$ cat src/rtl/i2c_cfg_pkg.sv
// rtl/i2c_cfg_pkg.sv - shared types and constants for the I2C LUT sequencer
// Holds the sequencer state encoding, the bit positions of the fields packed
// into each 32-bit LUT entry, and the default delay and end-of-table markers.
package i2c_cfg_pkg;

  typedef enum logic [2:0] {
    IDLE,
    FETCH,
    ISSUE,
    GAP,
    DELAY,
    NEXT,
    DONE,
    ERROR
  } state_t;

  // LUT entry layout: {dev_addr, reg_addr, reg_data}
  localparam int DEV_MSB = 31;
  localparam int DEV_LSB = 24;
  localparam int REG_MSB = 23;
  localparam int REG_LSB = 8;
  localparam int DAT_MSB = 7;
  localparam int DAT_LSB = 0;

  localparam logic [7:0]  DEF_DELAY_DEV = 8'hFE;
  localparam logic [31:0] DEF_END_WORD  = 32'hFFFF_FFFF;

endpackage

$ cat src/rtl/i2c_seq_timer.sv
// rtl/i2c_seq_timer.sv - loadable down-counter with zero flag for GAP/DELAY waits
// Ports:
//   clk, rst  : clock, asynchronous active-high reset
//   load      : load load_val this cycle (takes priority over counting)
//   load_val  : value to load
//   zero      : counter currently holds zero
// The counter decrements every cycle until it reaches zero and then holds.
module i2c_seq_timer #(
  parameter int W = 32
) (
  input  logic         clk,
  input  logic         rst,
  input  logic         load,
  input  logic [W-1:0] load_val,
  output logic         zero
);

  logic [W-1:0] cnt;

  always_ff @(posedge clk or posedge rst) begin
    if (rst) begin
      cnt <= '0;
    end else if (load) begin
      cnt <= load_val;
    end else if (cnt != '0) begin
      cnt <= cnt - 1'b1;
    end
  end

  assign zero = (cnt == '0);

endmodule

$ cat src/rtl/i2c_lut_sequencer.sv
// rtl/i2c_lut_sequencer.sv - walks a register LUT and issues one I2C write per entry
// Ports:
//   clk, rst                   : clock, asynchronous active-high reset
//   start                      : 1-cycle pulse, begins a walk from index 0 (only in IDLE)
//   lut_index / lut_data       : combinational LUT address / entry {dev, reg, data}
//   i2c_req, i2c_dev_addr,
//   i2c_reg_addr, i2c_reg_data : write request and fields to the I2C master
//   i2c_ack, i2c_nack          : transaction finished / slave NACKed (valid with ack)
//   busy, done, error          : walk status; done and error are sticky until next start
//   err_index                  : index of the failing entry when error=1
module i2c_lut_sequencer
  import i2c_cfg_pkg::*;
#(
  parameter int          LUT_AW     = 10,
  parameter int          MAX_RETRY  = 3,
  parameter int          RETRY_GAP  = 1000,
  parameter int          DELAY_UNIT = 50000,
  parameter logic [7:0]  DELAY_DEV  = DEF_DELAY_DEV,
  parameter logic [31:0] END_WORD   = DEF_END_WORD
) (
  input  logic              clk,
  input  logic              rst,
  input  logic              start,
  output logic [LUT_AW-1:0] lut_index,
  input  logic [31:0]       lut_data,
  output logic              i2c_req,
  output logic [7:0]        i2c_dev_addr,
  output logic [15:0]       i2c_reg_addr,
  output logic [7:0]        i2c_reg_data,
  input  logic              i2c_ack,
  input  logic              i2c_nack,
  output logic              busy,
  output logic              done,
  output logic              error,
  output logic [LUT_AW-1:0] err_index
);

  localparam int RC_W = $clog2(MAX_RETRY + 2);
  // The timer is loaded with N-1 on the entry edge so the wait state lasts N cycles.
  localparam logic [31:0] GAP_LOAD = (RETRY_GAP > 0) ? 32'(RETRY_GAP - 1) : 32'd0;

  state_t          state;
  logic [RC_W-1:0] retry_cnt;
  logic            timer_load;
  logic [31:0]     timer_val;
  logic            timer_zero;
  logic [31:0]     delay_cycles;
  logic            is_end;
  logic            is_delay;

  assign is_end       = (lut_data == END_WORD);
  assign is_delay     = (lut_data[DEV_MSB:DEV_LSB] == DELAY_DEV);
  assign delay_cycles = 32'(lut_data[DAT_MSB:DAT_LSB]) * 32'(DELAY_UNIT);

  // Timer is loaded on the edge that enters DELAY or GAP.
  always_comb begin
    timer_load = 1'b0;
    timer_val  = '0;
    if (state == FETCH && !is_end && is_delay) begin
      timer_load = 1'b1;
      timer_val  = delay_cycles - 32'd1;
    end else if (state == ISSUE && i2c_ack && i2c_nack) begin
      timer_load = 1'b1;
      timer_val  = GAP_LOAD;
    end
  end

  i2c_seq_timer #(.W(32)) u_timer (
    .clk      (clk),
    .rst      (rst),
    .load     (timer_load),
    .load_val (timer_val),
    .zero     (timer_zero)
  );

  always_ff @(posedge clk or posedge rst) begin
    if (rst) begin
      state        <= IDLE;
      lut_index    <= '0;
      retry_cnt    <= '0;
      i2c_req      <= 1'b0;
      i2c_dev_addr <= '0;
      i2c_reg_addr <= '0;
      i2c_reg_data <= '0;
      busy         <= 1'b0;
      done         <= 1'b0;
      error        <= 1'b0;
      err_index    <= '0;
    end else begin
      case (state)
        IDLE: begin
          if (start) begin
            state     <= FETCH;
            lut_index <= '0;
            retry_cnt <= '0;
            done      <= 1'b0;
            error     <= 1'b0;
            busy      <= 1'b1;
          end
        end
        FETCH: begin
          if (is_end) begin
            state <= DONE;
          end else if (is_delay) begin
            // A zero-length delay skips the wait entirely.
            state <= (lut_data[DAT_MSB:DAT_LSB] == 8'd0) ? NEXT : DELAY;
          end else begin
            i2c_dev_addr <= lut_data[DEV_MSB:DEV_LSB];
            i2c_reg_addr <= lut_data[REG_MSB:REG_LSB];
            i2c_reg_data <= lut_data[DAT_MSB:DAT_LSB];
            i2c_req      <= 1'b1;
            state        <= ISSUE;
          end
        end
        ISSUE: begin
          if (i2c_ack) begin
            i2c_req <= 1'b0;
            if (!i2c_nack) begin
              state <= NEXT;
            end else if (retry_cnt < RC_W'(MAX_RETRY)) begin
              retry_cnt <= retry_cnt + 1'b1;
              state     <= GAP;
            end else begin
              state <= ERROR;
            end
          end
        end
        GAP: begin
          // Re-issue uses the fields still latched on the i2c_* outputs.
          if (timer_zero) begin
            i2c_req <= 1'b1;
            state   <= ISSUE;
          end
        end
        DELAY: begin
          if (timer_zero) begin
            state <= NEXT;
          end
        end
        NEXT: begin
          retry_cnt <= '0;
          if (lut_index == '1) begin
            state <= DONE;
          end else begin
            lut_index <= lut_index + 1'b1;
            state     <= FETCH;
          end
        end
        DONE: begin
          done  <= 1'b1;
          busy  <= 1'b0;
          state <= IDLE;
        end
        ERROR: begin
          error     <= 1'b1;
          err_index <= lut_index;
          busy      <= 1'b0;
          state     <= IDLE;
        end
        default: state <= IDLE;
      endcase
    end
  end

endmodule

$ cat config.mk
export PLATFORM = sky130hd
export DESIGN_NAME = i2c_lut_sequencer
export DESIGN_NICKNAME = d
export VERILOG_FILES = /design/src/rtl/i2c_cfg_pkg.sv /design/src/rtl/i2c_seq_timer.sv /design/src/rtl/i2c_lut_sequencer.sv
export SDC_FILE = /design/constraint.sdc
export NUM_CORES = 1
export LEC_CHECK = 0
export ABC_AREA = 1
export ABC_CLOCK_PERIOD_IN_PS = 3300
export CAP_MARGIN = 30
export CELL_PAD_IN_SITES_DETAIL_PLACEMENT = 1
export CELL_PAD_IN_SITES_GLOBAL_PLACEMENT = 2
export CORE_MARGIN = 2
export CORE_UTILIZATION = 40
export DETAILED_ROUTE_END_ITERATION = 6
export DONT_BUFFER_PORTS = 1
export PLACE_DENSITY_LB_ADDON = 0.25
export SYNTH_ARGS = -nofsm -noshare
export SYNTH_HDL_FRONTEND = slang
export SYNTH_HIERARCHICAL = 1
export SYNTH_SLANG_ARGS = --single-unit
$ cat constraint.sdc
create_clock -name clk -period 3.3 [get_ports clk]
set_input_delay 0 -clock clk [delete_from_list [all_inputs] [get_ports clk]]
set_output_delay 0 -clock clk [all_outputs]
set_load 0.01 [all_outputs]
Word-level counts from Yosys, hierarchy flattened
Cells that the tools add are included.
- register bits: 94
- bits of input ports: 37
- output and inout port bits: 56
- word-level logic and storage cells: 99
- add/subtract/negate cells: 4
- $mul: 1
- $lt $le $gt $ge: 1
- eq/ne operators: 19
- mux-type cells: 35
- bitwise operators: 2
- reduce and logical (&&, ||, !) cells: 25
- operators with widths (kind ; count):
    32-bit two-way mux ; 3
    3-bit two-way mux ; 13
    32-bit equality test (second input constant) ; 1
    32-bit zero test ; 1
    32-bit nonzero test ; 1
    32-bit by 1-bit subtractor with 32-bit output (second input constant) ; 1
    10-bit two-way mux ; 3
    24-bit by 1-bit subtractor with 25-bit output (second input constant) ; 1
    3-bit case mux with 7 select lines ; 1
    8-bit by 12-bit multiplier with 20-bit output (second input constant) ; 1
    10-bit case mux with 2 select lines ; 1
    2-bit inequality test (second input constant) ; 8
    3-bit equality test (second input constant) ; 4
    10-bit by 1-bit adder with 10-bit output (second input constant) ; 1
    10-bit equality test (second input constant) ; 1
    5-bit AND reduction ; 2
    2-bit nonzero test ; 5
    1-bit two-way mux ; 9
    3-bit case mux with 3 select lines ; 1
    8-bit equality test (second input constant) ; 1
    8-bit zero test ; 1
    3-bit by 2-bit equality test with 1-bit output (second input constant) ; 2
    1-bit case mux with 2 select lines ; 3
    2-bit AND reduction ; 3
    13 further kinds ; 19

Longest topological paths before layout
- depth in word-level cells: 6
- gate-level depth with buffers: 23
- mapped depth without buffers: 23

Modules after synthesis
The synthesis kept the hierarchy.
- by module, submodules not included (module ; instances ; cells an instance ; area each (um^2)):
    i2c_lut_sequencer ; 1 ; 680 ; 5099.9
    i2c_seq_timer ; 1 ; 344 ; 2263.4

Worst setup path after synthesis
OpenSTA, ideal clock, no wires.
- path type: input -> register
- start: in lut_data[2]
- end: reg u_timer.cnt[25]
- arrival: 3334 ps
- data required time: 3234 ps
- slack: -100 ps
- cell stages on the path: 20
- path buffers: 0
- path through: ha_1 -> ha_1 -> inv_1 -> fa_1 -> inv_1 -> fa_1 -> ha_1 -> nand2_1 -> nand2_1 -> nand3_1 -> nand2_1 -> nand2_1 -> nand2_1 -> inv_1 -> nand4_2 -> nor2_4 -> nand2_2 -> nor2_1 -> nand2_1 -> nand2_1
- cells in the longest elaborated chain, start to end: 6
- RTL lines (item ; line ; source):
    start, declared ; i2c_lut_sequencer.sv:25 ; input logic [31:0] lut_data,
    branches (longest 6 deep; another with 24-bit by 1-bit subtractor with 25-bit output) ; - ;
    end signal, assigned ; i2c_seq_timer.sv:24 ; cnt <= load_val;
    end signal, assigned ; i2c_seq_timer.sv:26 ; cnt <= cnt - 1'b1;
    end, declared ; i2c_seq_timer.sv:18 ; logic [W-1:0] cnt;
Parallel ways; which one is timed is not known.
A chain may end at the register's enable or synchronous reset.

Final worst setup path
- start: in lut_data[6]
- end: reg u_timer.cnt[28]
Same word-level chain as after synthesis.

==> impl_metrics.py <==
metrics = {
    "clocking": {
        "maximum_buffer_depth_of_the_clock_tree": 2,
        "tritoncts": "built",
        "cts_sinks": 94,
        "cts_root_buffer": "clkbuf_16",
        "htreeDepth": 3,
        "clk_pin_slew_ns": 0.08,
        "tritoncts.num_buffers": 9,
        "insertion_delay_ns": 0.36,
    },
    "yosys": {
        "yosysMostFrequentCell": "nand2_1",
        "synthSimpleGateAreaFrac_pct": 34.21,
        "yosysSeqAreaShare_pct": 31.95,
        "yosys.area.top_type": "dfrtp_1",
        "synth-adder-area-share_pct": 13.63,
        "synthCells": 1024,
        "post_synth_xor_area_fraction_pct": 3.212,
        "synth_top_family_by_area": "simple AND/OR/NAND/NOR gates",
        "synth_nets": 1134,
        "synth_seq_cells": 94,
        "post_synth_mux_area_share_pct": 0.1529,
        "synthDominantCellAreaShare_pct": 31.95,
        "netlist_area_mm2": 0.007363,
        "syn-mean-instance-area_um2": 7.191,
        "synth-edff-count": 0,
        "ys.flop_type": "dfrtp_1",
        "synth.cells.most_frequent": "nand2_1 (310), inv_1 (135), nor2_1 (111), dfrtp_1 (94), ha_1 (61)",
        "ys_async_sr_fraction_pct": 100.0,
        "synthTopCellsByArea": "dfrtp_1 (32%), nand2_1 (16%), ha_1 (10%)",
        "synth_cell_type_count": 43,
        "synthesis.yosys.warnings": 6,
        "synth-compound-area-share_pct": 8.241,
    },
    "sta": {
        "fin_worst_skew_ns": 0.01419,
        "final.setup.worst_slack_ns": 0.2173,
        "shortest_clock_period_the_worst_path_allows_after_layout_ns": 3.083,
        "layout_worst_path_cycle_share_pct": 93.41,
        "relSlewSlack_pct": 39.17,
        "slew_viol_final": 0,
        "clock.fmax_mhz": 324.4,
        "worst-slew-pin-transition_ns": 0.9111,
        "number_of_endpoints_with_negative_hold_slack_in_the_final_report": 0,
        "setup_violations": 0,
    },
    "worst_setup_path": {
        "crit_path_start_kind": "input port",
        "crit_arrival_ns": 3.38,
        "cp_slowest_stage_delay_ns": 0.46,
        "crit_top_cell": "nand2_1",
        "path_cells": "inv_1, ha_1, ha_1, fa_1, fa_1, ha_1, nand2_1, nor2_1, nand3_1, nand3_1, nand2_1, nand2_1, inv_1, nor2_1, nand4_1, nor2_4, nand2_1, nand2_1",
        "crit_type": "in -> reg",
        "worst-path-max-fanout": 8,
        "critPathSlowestCell": "fa_1",
        "critical_path_required_ns": 3.59,
        "worstRegToRegCells": 9,
        "end_kind": "flip-flop",
    },
    "global_route": {
        "grt_first_pass_wirelength_um": 35780,
        "grt_start_max_net_pins": 65,
        "grt_antenna_before_repair": 0,
        "grt_util_all_layers_pct": 22.40,
        "grt.overflow.total": 0,
        "vias_in_the_first_global_route": 7310,
    },
    "routing": {
        "wire_per_inst_um": 15.60,
        "dr.first_iter.drc_count": 209,
        "route.antenna.remaining_nets": 0,
        "first_pass_iters": 4,
        "detailed_route_wire_length_um": 20960,
        "drcViolationCount": 0,
        "vias_per_cell": 5.036,
        "via_count": 6769,
    },
    "power": {
        "cellPowerDensity_mw_per_mm2": 820.3,
        "peakVddDrop_uv": 346.3,
        "leakagePower_nw": 4.452,
    },
    "layout": {
        "design.final.nets": 1220,
        "area_growth_pct": 19.07,
        "nFillCells": 2315,
        "final_cells": 1344,
        "final_core_utilization_pct": 48.64,
        "num_antenna_cells": 0,
        "post_route_cells_drive_above_1_share_pct": 13.90,
    },
    "die": {
        "num_rows": 49,
        "floorplan.io_pins": 93,
        "initial_utilization_pct": 40.85,
        "total_die_area_mm2": 0.01951,
        "die_h_um": 139.7,
        "fp.coreArea_mm2": 0.01802,
        "die_width_um": 139.7,
    },
    "place": {
        "globalplace.congestion": 0.8586,
        "pre_cts_ws_ns": -0.3247,
        "place_inst": 1290,
        "numPortBuffers": 0,
        "dpl.hpwl_um": 16130,
    },
    "hold_path": {
        "worst_hold_path_type": "in -> reg",
        "hold_depth": 4,
    },
    "run_status": {
        "status": "finished clean",
    },
    "run": {
        "max-cap-violations": 0,
    },
}
layout make-up:
cell class	count	area, µm²	share of cell area [%]
tap	229	286.5	3.268
sequential	94	2352	26.83
multi-input combinational	769	4498	51.31
clock inverter	7	86.33	0.9847
clock buffer	9	225.2	2.569
inverter	144	540.5	6.165
timing repair buffer	92	778.2	8.877
final timing paths:
check,slack [ns],from,end
min in group asynchronous,0.22,rst,u_timer/cnt[1]
hold / removal,0.02,lut_data[1],i2c_reg_data[1]
max in group asynchronous,2.15,rst,i2c_reg_addr[15]
setup / recovery,0.22,lut_data[6],u_timer/cnt[28]
hold reg to reg,0.52,u_timer/cnt[1],u_timer/cnt[1]
setup reg to reg,0.70,state[0],u_timer/cnt[4]
layer usage:
metal  wire length (µm)  part of all wire, %  vias to the layer above  track usage, %
met1               9248                   44                     3234           27.62
met4                444                  2.1                        0           6.368
met5                  0                    0                        -               0
li1                   -                    -                     3419               -
met2              10620                   51                       88           40.22
met3                644                  3.1                       28           3.923
worst max-delay path: cells and delay by family:
family	cells	cell delay, ns
AND/OR/NAND/NOR	11	1.34
adder cells (fa/ha/maj)	5	1.93
buffers and inverters	2	0.10
layout by cell type (no fill, tap or decap), drive strengths merged, types with 3 or more instances in the layout:
cell type,Yosys,layout
xnor2,6,6
buf,10,57
o21ai,68,68
nand4,27,27
inv,144,148
xor2,21,21
nor3,9,9
fa,12,12
dfrtp,94,94
a21oi,25,25
ha,61,61
nand2,328,328
o21a,11,11
nand3,49,49
clkinv,0,3
nor4,3,3
dlygate4sd3,0,35
nor2,135,135
clkbuf,7,9
stage by stage:
stage          hold WS [ns]  area [µm²]  power (mW)  setup TNS (ns)
4_1_cts            0.003007        8631       7.117               0
6_report            0.01574        8767       7.192               0
3_3_place_gp        0.01693        7969       5.833          -2.651
5_1_grt             0.04182        8767       7.907        -0.05183
3_5_place_dp        0.02130        7969       5.935          -4.455
2_1_floorplan       0.08572        7371       4.800               0
where the power goes:
group	internal (mW)	total (mW)	leakage, nW	switching, mW
Combinational	1.47	3.88	3.10	2.42
Sequential	1.62	2.21	1.20	0.588
Clock	0.546	1.10	0.151	0.555
state kept, by name, indices dropped and copies added (netlist names):
name / count
err_index: 10
i2c_reg_data: 8
busy: 1
u_timer/cnt: 32
i2c_dev_addr: 8
i2c_reg_addr: 16
retry_cnt: 3
i2c_req: 1
error: 1
done: 1
lut_index: 10
state: 3
cells by family (layout without fill, tap and decap cells):
logic type / Yosys count / count (layout)
AND/OR/NAND/NOR: 557 / 557
AO/OA/AOI/OAI: 111 / 111
buffers and inverters: 161 / 252
adder cells (fa/ha/maj): 73 / 73
multiplexers: 1 / 1
flip-flops: 94 / 94
XOR/XNOR: 27 / 27
timing repair:
item / in CTS / in global routing
hold buffers: 35 / 0
endpoints found under the hold margin: 112 / 0
endpoints found under the setup margin: 0 / 16
buffers inserted: 0 / 3
resized for setup: 0 / 21
Power figures use the tool's default switching activity.
